$ cat config.mk
export PLATFORM = sky130hd
export DESIGN_NAME = output_channel_mux
export DESIGN_NICKNAME = d
export VERILOG_FILES = /design/src/rtl/out_mux_pkg.sv /design/src/rtl/sel_settle_filter.sv /design/src/rtl/output_channel_mux.sv
export SDC_FILE = /design/constraint.sdc
export NUM_CORES = 1
export LEC_CHECK = 0
export CELL_PAD_IN_SITES_DETAIL_PLACEMENT = 1
export CELL_PAD_IN_SITES_GLOBAL_PLACEMENT = 1
export CORE_MARGIN = 3
export CORE_UTILIZATION = 27
export DETAILED_ROUTE_END_ITERATION = 8
export PLACE_DENSITY_LB_ADDON = 0.1
export SLEW_MARGIN = 0
export SYNTH_ARGS = -nofsm -noshare
export SYNTH_HDL_FRONTEND = slang
export SYNTH_SLANG_ARGS = --single-unit
$ cat constraint.sdc
create_clock -name clk -period 2.24 [get_ports clk]
set_clock_uncertainty 0.05 [all_clocks]
set_input_delay 0.448 -clock clk [delete_from_list [all_inputs] [get_ports clk]]
set_output_delay 0.448 -clock clk [all_outputs]
set_load 0.03 [all_outputs]
$ cat src/rtl/out_mux_pkg.sv
// Shared definitions for the output channel selector.
//   state_t        : selector FSM states
//   DISP_BLANK     : all-ones pattern for the active-low digit/segment lines
//   NONE_FLAG      : MSB value of a candidate word meaning "no channel"
//   calc_ch_w      : channel index width, at least one bit
//   calc_cnt_w     : width of the shared settle/blank counter
package out_mux_pkg;

  typedef enum logic [1:0] {
    OFF,
    SETTLE,
    BLANK,
    ACTIVE
  } state_t;

  // Active-low display lines are dark when driven high; slice to the width needed.
  localparam logic [63:0] DISP_BLANK = '1;

  localparam logic NONE_FLAG = 1'b1;

  function automatic int unsigned calc_ch_w(input int unsigned n);
    return (n > 1) ? $clog2(n) : 1;
  endfunction

  function automatic int unsigned calc_cnt_w(input int unsigned a, input int unsigned b);
    return $clog2(((a > b) ? a : b) + 1);
  endfunction

endpackage

$ cat src/rtl/sel_settle_filter.sv
// Candidate register and shared counter for the output selector.
//   target     : requested channel word (MSB set = none)
//   load       : restart settling on the current target
//   settle_en  : debounce mode; a target change restarts the count
//   blank_en   : count out the blanking interval
//   cand       : candidate under consideration; the accepted value when accept=1
//   accept     : one-cycle pulse, candidate stable for SETTLE_CYCLES samples
//   blank_done : last cycle of the blanking interval
module sel_settle_filter
  import out_mux_pkg::*;
#(
  parameter int unsigned TGT_W         = 2,
  parameter int unsigned CNT_W         = 5,
  parameter int unsigned SETTLE_CYCLES = 16,
  parameter int unsigned BLANK_CYCLES  = 4
) (
  input  logic             clk,
  input  logic             rst,
  input  logic [TGT_W-1:0] target,
  input  logic             load,
  input  logic             settle_en,
  input  logic             blank_en,
  output logic [TGT_W-1:0] cand,
  output logic             accept,
  output logic             blank_done
);

  localparam logic [CNT_W-1:0] SETTLE_LAST = CNT_W'(SETTLE_CYCLES - 1);
  localparam logic [CNT_W-1:0] BLANK_LAST  = CNT_W'(BLANK_CYCLES - 1);

  logic [CNT_W-1:0] cnt;
  logic             stable;

  assign stable     = (target == cand);
  assign accept     = settle_en && stable && (cnt == SETTLE_LAST);
  assign blank_done = blank_en && (cnt == BLANK_LAST);

  // The counter is reused: zeroed on accept so blanking starts from 0, and it
  // stops at its last value in either mode so it never wraps.
  always_ff @(posedge clk or negedge rst) begin
    if (!rst) begin
      cand <= {NONE_FLAG, {(TGT_W-1){1'b0}}};
      cnt  <= '0;
    end else if (load || (settle_en && !stable)) begin
      cand <= target;
      cnt  <= '0;
    end else if (accept) begin
      cnt <= '0;
    end else if (settle_en || (blank_en && !blank_done)) begin
      cnt <= cnt + 1'b1;
    end
  end

endmodule

$ cat src/rtl/output_channel_mux.sv
// Registered, debounced selector driving the shared display, LED bank and
// auxiliary LEDs from one of NUM_CH producer channels, with a blanking gap on
// every switch between two live channels.
//   clk, rst (async, active-low), enable, sel : control
//   ch_seg_en/ch_seg_out/ch_led/ch_aux        : flattened per-channel inputs
//   ch_active                                 : one-hot granted channel or zero
//   seg_en/seg_out (active-low), led, aux     : display outputs
//   switching                                 : high while in SETTLE or BLANK
module output_channel_mux
  import out_mux_pkg::*;
#(
  parameter int unsigned NUM_CH        = 2,
  parameter int unsigned SEG_EN_W      = 8,
  parameter int unsigned SEG_OUT_W     = 8,
  parameter int unsigned LED_W         = 14,
  parameter int unsigned AUX_W         = 2,
  parameter int unsigned SETTLE_CYCLES = 16,
  parameter int unsigned BLANK_CYCLES  = 4,
  localparam int unsigned CH_W         = calc_ch_w(NUM_CH)
) (
  input  logic                        clk,
  input  logic                        rst,
  input  logic                        enable,
  input  logic [CH_W-1:0]             sel,
  input  logic [NUM_CH*SEG_EN_W-1:0]  ch_seg_en,
  input  logic [NUM_CH*SEG_OUT_W-1:0] ch_seg_out,
  input  logic [NUM_CH*LED_W-1:0]     ch_led,
  input  logic [NUM_CH*AUX_W-1:0]     ch_aux,
  output logic [NUM_CH-1:0]           ch_active,
  output logic [SEG_EN_W-1:0]         seg_en,
  output logic [SEG_OUT_W-1:0]        seg_out,
  output logic [LED_W-1:0]            led,
  output logic [AUX_W-1:0]            aux,
  output logic                        switching
);

  localparam int unsigned TGT_W = CH_W + 1;
  localparam int unsigned CNT_W = calc_cnt_w(SETTLE_CYCLES, BLANK_CYCLES);
  localparam logic [TGT_W-1:0] TGT_NONE = {NONE_FLAG, {CH_W{1'b0}}};

  state_t           state, state_d;
  logic [CH_W-1:0]  cur;
  logic             cur_valid;
  logic             sel_in_range;
  logic [TGT_W-1:0] target;
  logic [TGT_W-1:0] cand;
  logic             load, settle_en, blank_en, accept, blank_done;
  logic             cur_load, cur_clr;
  logic             live;

  logic [SEG_EN_W-1:0]  mux_seg_en;
  logic [SEG_OUT_W-1:0] mux_seg_out;
  logic [LED_W-1:0]     mux_led;
  logic [AUX_W-1:0]     mux_aux;
  logic [NUM_CH-1:0]    cur_onehot;

  if ((1 << CH_W) > NUM_CH) begin : g_range_chk
    assign sel_in_range = (32'(sel) < NUM_CH);
  end else begin : g_range_full
    assign sel_in_range = 1'b1;
  end

  assign target = (enable && sel_in_range) ? {1'b0, sel} : TGT_NONE;

  sel_settle_filter #(
    .TGT_W        (TGT_W),
    .CNT_W        (CNT_W),
    .SETTLE_CYCLES(SETTLE_CYCLES),
    .BLANK_CYCLES (BLANK_CYCLES)
  ) u_filter (
    .clk       (clk),
    .rst       (rst),
    .target    (target),
    .load      (load),
    .settle_en (settle_en),
    .blank_en  (blank_en),
    .cand      (cand),
    .accept    (accept),
    .blank_done(blank_done)
  );

  always_ff @(posedge clk or negedge rst) begin
    if (!rst) begin
      state     <= OFF;
      cur       <= '0;
      cur_valid <= 1'b0;
    end else begin
      state <= state_d;
      if (cur_load) begin
        cur       <= cand[CH_W-1:0];
        cur_valid <= 1'b1;
      end else if (cur_clr) begin
        cur_valid <= 1'b0;
      end
    end
  end

  always_comb begin
    state_d   = state;
    load      = 1'b0;
    settle_en = 1'b0;
    blank_en  = 1'b0;
    cur_load  = 1'b0;
    cur_clr   = 1'b0;
    case (state)
      OFF: begin
        if (target != TGT_NONE) begin
          load    = 1'b1;
          state_d = SETTLE;
        end
      end
      SETTLE: begin
        settle_en = 1'b1;
        if (accept) begin
          if (cand[CH_W]) begin
            cur_clr = 1'b1;
            state_d = OFF;
          end else if (cur_valid && (cand[CH_W-1:0] == cur)) begin
            state_d = ACTIVE;
          end else begin
            state_d = BLANK;
          end
        end
      end
      BLANK: begin
        blank_en = 1'b1;
        if (blank_done) begin
          cur_load = 1'b1;
          state_d  = ACTIVE;
        end
      end
      ACTIVE: begin
        if (target != {1'b0, cur}) begin
          load    = 1'b1;
          state_d = SETTLE;
        end
      end
      default: state_d = OFF;
    endcase
  end

  // Compare-and-select per channel keeps every index in range for any NUM_CH.
  always_comb begin
    mux_seg_en  = ch_seg_en[SEG_EN_W-1:0];
    mux_seg_out = ch_seg_out[SEG_OUT_W-1:0];
    mux_led     = ch_led[LED_W-1:0];
    mux_aux     = ch_aux[AUX_W-1:0];
    cur_onehot  = '0;
    for (int unsigned i = 0; i < NUM_CH; i++) begin
      if (cur == CH_W'(i)) begin
        mux_seg_en    = ch_seg_en[i*SEG_EN_W +: SEG_EN_W];
        mux_seg_out   = ch_seg_out[i*SEG_OUT_W +: SEG_OUT_W];
        mux_led       = ch_led[i*LED_W +: LED_W];
        mux_aux       = ch_aux[i*AUX_W +: AUX_W];
        cur_onehot[i] = 1'b1;
      end
    end
  end

  // SETTLE keeps showing the granted channel so a short glitch is invisible.
  assign live = (state == ACTIVE) || ((state == SETTLE) && cur_valid);

  always_ff @(posedge clk or negedge rst) begin
    if (!rst) begin
      seg_en    <= DISP_BLANK[SEG_EN_W-1:0];
      seg_out   <= DISP_BLANK[SEG_OUT_W-1:0];
      led       <= '0;
      aux       <= '0;
      ch_active <= '0;
      switching <= 1'b0;
    end else begin
      if (live) begin
        seg_en    <= mux_seg_en;
        seg_out   <= mux_seg_out;
        led       <= mux_led;
        aux       <= mux_aux;
        ch_active <= cur_onehot;
      end else begin
        seg_en    <= DISP_BLANK[SEG_EN_W-1:0];
        seg_out   <= DISP_BLANK[SEG_OUT_W-1:0];
        led       <= '0;
        aux       <= '0;
        ch_active <= '0;
      end
      switching <= (state_d == SETTLE) || (state_d == BLANK);
    end
  end

endmodule

==> summary.md <==
| Metric | Value |
|---|---|
| Worst ir drop on vdd | `between 0.0003 and 0.0004 V` |
| Num CTS Buffers | `5` |
| GRT met2 Usage | `24.66%` |
| CTS Sinks | `46` |
| Slowest stage delay, CP | `0.58 ns` |
| Die area | `8722 um^2` |
| Fmax | `approximately 490 MHz` |
| DR vias | `1,808` |
| Mapped Area | `2062 um^2` |
| Tightest Pin Transition | `roughly 0.44 ns` |
| Synth unique cells | `43` |
| Total nets after synthesis | `~240` |
| Met3 GRT Util | `5.310%` |
| Critical Path Sink Type | `register` |
| Ys flop type | `dfrtp_1` |
| Critical Path Slowest Stage Cell | `clkdlybuf4s50_1` |
| Die H | `93.39 um` |
| FF-to-FF End | `switching$_DFF_PN0_` |
| Site row count | `31` |
| Cells after Synth | `around 170` |
| All-Layer GR Usage | `between 10% and 20%` |
| Largest net degree at the start of global routing | `43` |
| Initial antenna violation count | `0` |
| Final #Nets | `360` |
| Relative slew slack | `between 70 and 80%` |
| Ys async rst share | `100.0%` |
| Setup crit start kind | `input port` |
| Fin util | `46.82%` |
| Cell with the most instances after synthesis | `dfrtp_1` |
| Flop2flop setup slack | `0.18 ns` |
| R2R cell count | `7` |
| Worst-path cell chain | `clkdlybuf4s50_1 -> nor3b_1 -> a31oi_1 -> buf_4 -> or2_1 -> nor2_1 -> or3_1` |
| Synth top cells by count | `dfrtp_1 (29), dfstp_2 (17), a22o_1 (16), o22a_1 (16), nand2_1 (10)` |
| RSZ-0062 raised after global routing | `no` |
| Leakage power | `roughly 1.4 nW` |
| Crit path launch | `enable` |
| Vias in the first global route | `roughly 1,900` |
| DR WL/cell | `16.09 um` |
| Core Area | `~7300 um^2` |
| Final worst path period share | `a little over 90%` |
| Critical path class | `input port to register` |
| DRT antenna net count | `0` |
| Critical path fanouts, max | `5` |
| # H-tree levels | `2` |
| Area contributors post-synth | `dfrtp_1 (35%), dfstp_2 (22%), a22o_1 (6.8%), o22a_1 (6.8%), ha_1 (4.2%)` |
| Fin. Hold Viols | `0` |
| CP Buf/Inv Count | `2` |
| Hold Crit Class | `input port to async pin` |
| Number of remaining DRC errors | `0` |
| IO Count | `103` |
| Ys Warns | `0` |
| CTS tree | `yes` |
| Area grow syn2layout | `66.44%` |
| Share of the synthesized area in the top cell type | `35.19%` |
| Min Tclk post-route | `a little over 2 ns` |
| Fraction of layout cells with a size suffix above 1 | `19.93%` |
| GP Congestion | `0.7820` |
| Final setup fails | `0` |
| Drt initial violations | `58` |
| Post-synth top area cell | `dfrtp_1` |
| CTS Root Cell | `clkbuf_8` |
| CP required | `about 2.4 ns` |
| Pre-Repair DR Iteration Count | `4` |
| Clock-pin slew on the worst setup and hold paths | `around 0.08 ns` |
| Global Route met1 Usage | `16.99%` |
| Outcome | `complete, no violations` |
| First-pass GRT wire length | `9.618 mm` |
| Synth Register Bits | `between 40 and 50` |
| Fin cells | `385` |
| EDFF count, synth | `0` |
| Antenna diode count | `0` |
| Slew Viols, Final | `0` |
| Post-Place Cells | `376` |
| Total wire length | `6.194 mm` |
| Seq/Total Area, Yosys | `56.86%` |
| PortBufs | `102` |
| Chip Width | `93.39 um` |
| Maximum root-to-sink buffer count | `2` |
| Grt ovf | `0` |
| Clk Latency, worst-skew pair | `0.29 ns` |
| Power per cell area | `914.1 nW/um^2` |
| Vias per cell | `4.696` |
| Crit-path leading delay family | `buffers and inverters` |
| Synthesized area per cell | `12.35 um^2` |
| Total of max-cap violations | `0` |
| Dpl hpwl | `4.836 mm` |
| Starting Density | `28.13%` |
| GRT busiest layer | `met2` |
| Fillers | `~780` |
| Reg-to-Reg Start | `state[1]$_DFF_PN0_` |
| Critical Path AT | `between 2 and 2.5 ns` |
==> how the worst max path moves through the flow <==
stage / to / depth (start not counted)
final: state[1]$_DFF_PN0_ / 7
after floorplan: switching$_DFF_PN0_ / 7
after global placement: switching$_DFF_PN0_ / 6
after CTS: switching$_DFF_PN0_ / 8
after detailed placement: switching$_DFF_PN0_ / 6
after global routing: switching$_DFF_PN0_ / 7
==> state kept, by name, summed over array words and instances (netlist names) <==
signal,flops
cur_valid,1
cur,1
seg_en,8
ch_active,2
state,2
switching,1
aux,2
u_filter.cnt,5
seg_out,8
led,14
u_filter.cand,2
==> worst register-to-register path, stage by stage (launching register included) <==
cell,delay [ns]
dfrtp_1,0.38
inv_1,0.09
ha_2,0.22
nor3b_2,0.18
or4b_4,0.53
a211oi_2,0.26
nor4b_2,0.08
a211oi_2,0.19
==> layout by cell type, fill, tap and decap left out, types with 2 or more instances in the layout <==
master,Yosys,layout
xor2_1,3,3
a211oi_2,2,3
o21ai_0,5,5
nand2_1,10,10
nand3b_1,2,2
nor2_1,4,4
dfrtp_1,29,29
dfstp_2,17,17
o22a_1,16,16
nand2b_1,2,2
or4b_4,2,2
ha_1,7,6
nor3_1,2,2
clkinv_1,2,2
a21oi_1,3,3
inv_1,5,5
clkbuf_8,0,5
or2_2,2,2
clkdlybuf4s50_1,0,101
o2bb2ai_1,2,2
xnor2_1,3,3
nand3_1,6,6
buf_4,0,15
a22o_1,16,16
==> routing by layer <==
| metal | vias up | part of all wire, % |
|---|---|---|
| li1 | 846 | - |
| met1 | 893 | 42 |
| met2 | 67 | 49 |
| met3 | 2 | 8.4 |
| met4 | 0 | 0.29 |
| met5 | - | 0 |
==> power breakdown <==
group,leakage [nW],switching (mW),total [mW],internal [mW]
Combinational,0.825,0.759,1.43,0.670
Sequential,0.525,0.0688,1.14,1.07
Clock,0.0496,0.280,0.568,0.288
==> per-stage QoR <==
step	hold WS, ns	cell area [um^2]	TNS (ns)	setup slack (ns)	total power [mW]
final	0.4651	3432	0	0.1795	3.137
after global routing	0.4720	3432	0	0.05830	3.320
after CTS	0.4651	3413	0	0.02050	3.176
after detailed placement	0.2370	3292	-0.2353	-0.1943	2.590
after global placement	0.2389	3292	-0.07521	-0.07521	2.571
after floorplan	0.1024	2062	0	0.1558	1.951
==> cell type report <==
type                            instances  area [um^2]  area share (%)
Sequential cell                        46         1172           34.16
Inverter                                7        26.28          0.7656
Multi-Input combinational cell        106        845.8           24.64
Clock inverter                          1        7.507          0.2187
Timing Repair Buffer                  119         1159           33.76
Tap cell                               99        123.9           3.609
Clock buffer                            7        97.59           2.844
==> cell families (layout without fill, tap and decap cells) <==
family | count (synthesis) | in the layout | synth area share, %
AO/OA/AOI/OAI | 52 | 52 | 20.93
XOR/XNOR | 6 | 6 | 2.549
adder cells (fa/ha/maj) | 7 | 7 | 4.247
buffers and inverters | 15 | 134 | 3.338
flip-flops | 46 | 46 | 56.86
multiplexers | 2 | 2 | 1.032
AND/OR/NAND/NOR | 39 | 39 | 11.04
==> what timing repair did <==
| action | in CTS | in global routing |
|---|---|---|
| endpoints found under the hold margin | 4 | 0 |
| buffers inserted | 0 | 0 |
| setup endpoints to repair | 1 | 1 |
| gates resized for setup | 1 | 4 |
| hold buffers | 1 | 0 |
(Power assumes the default switching activity.)
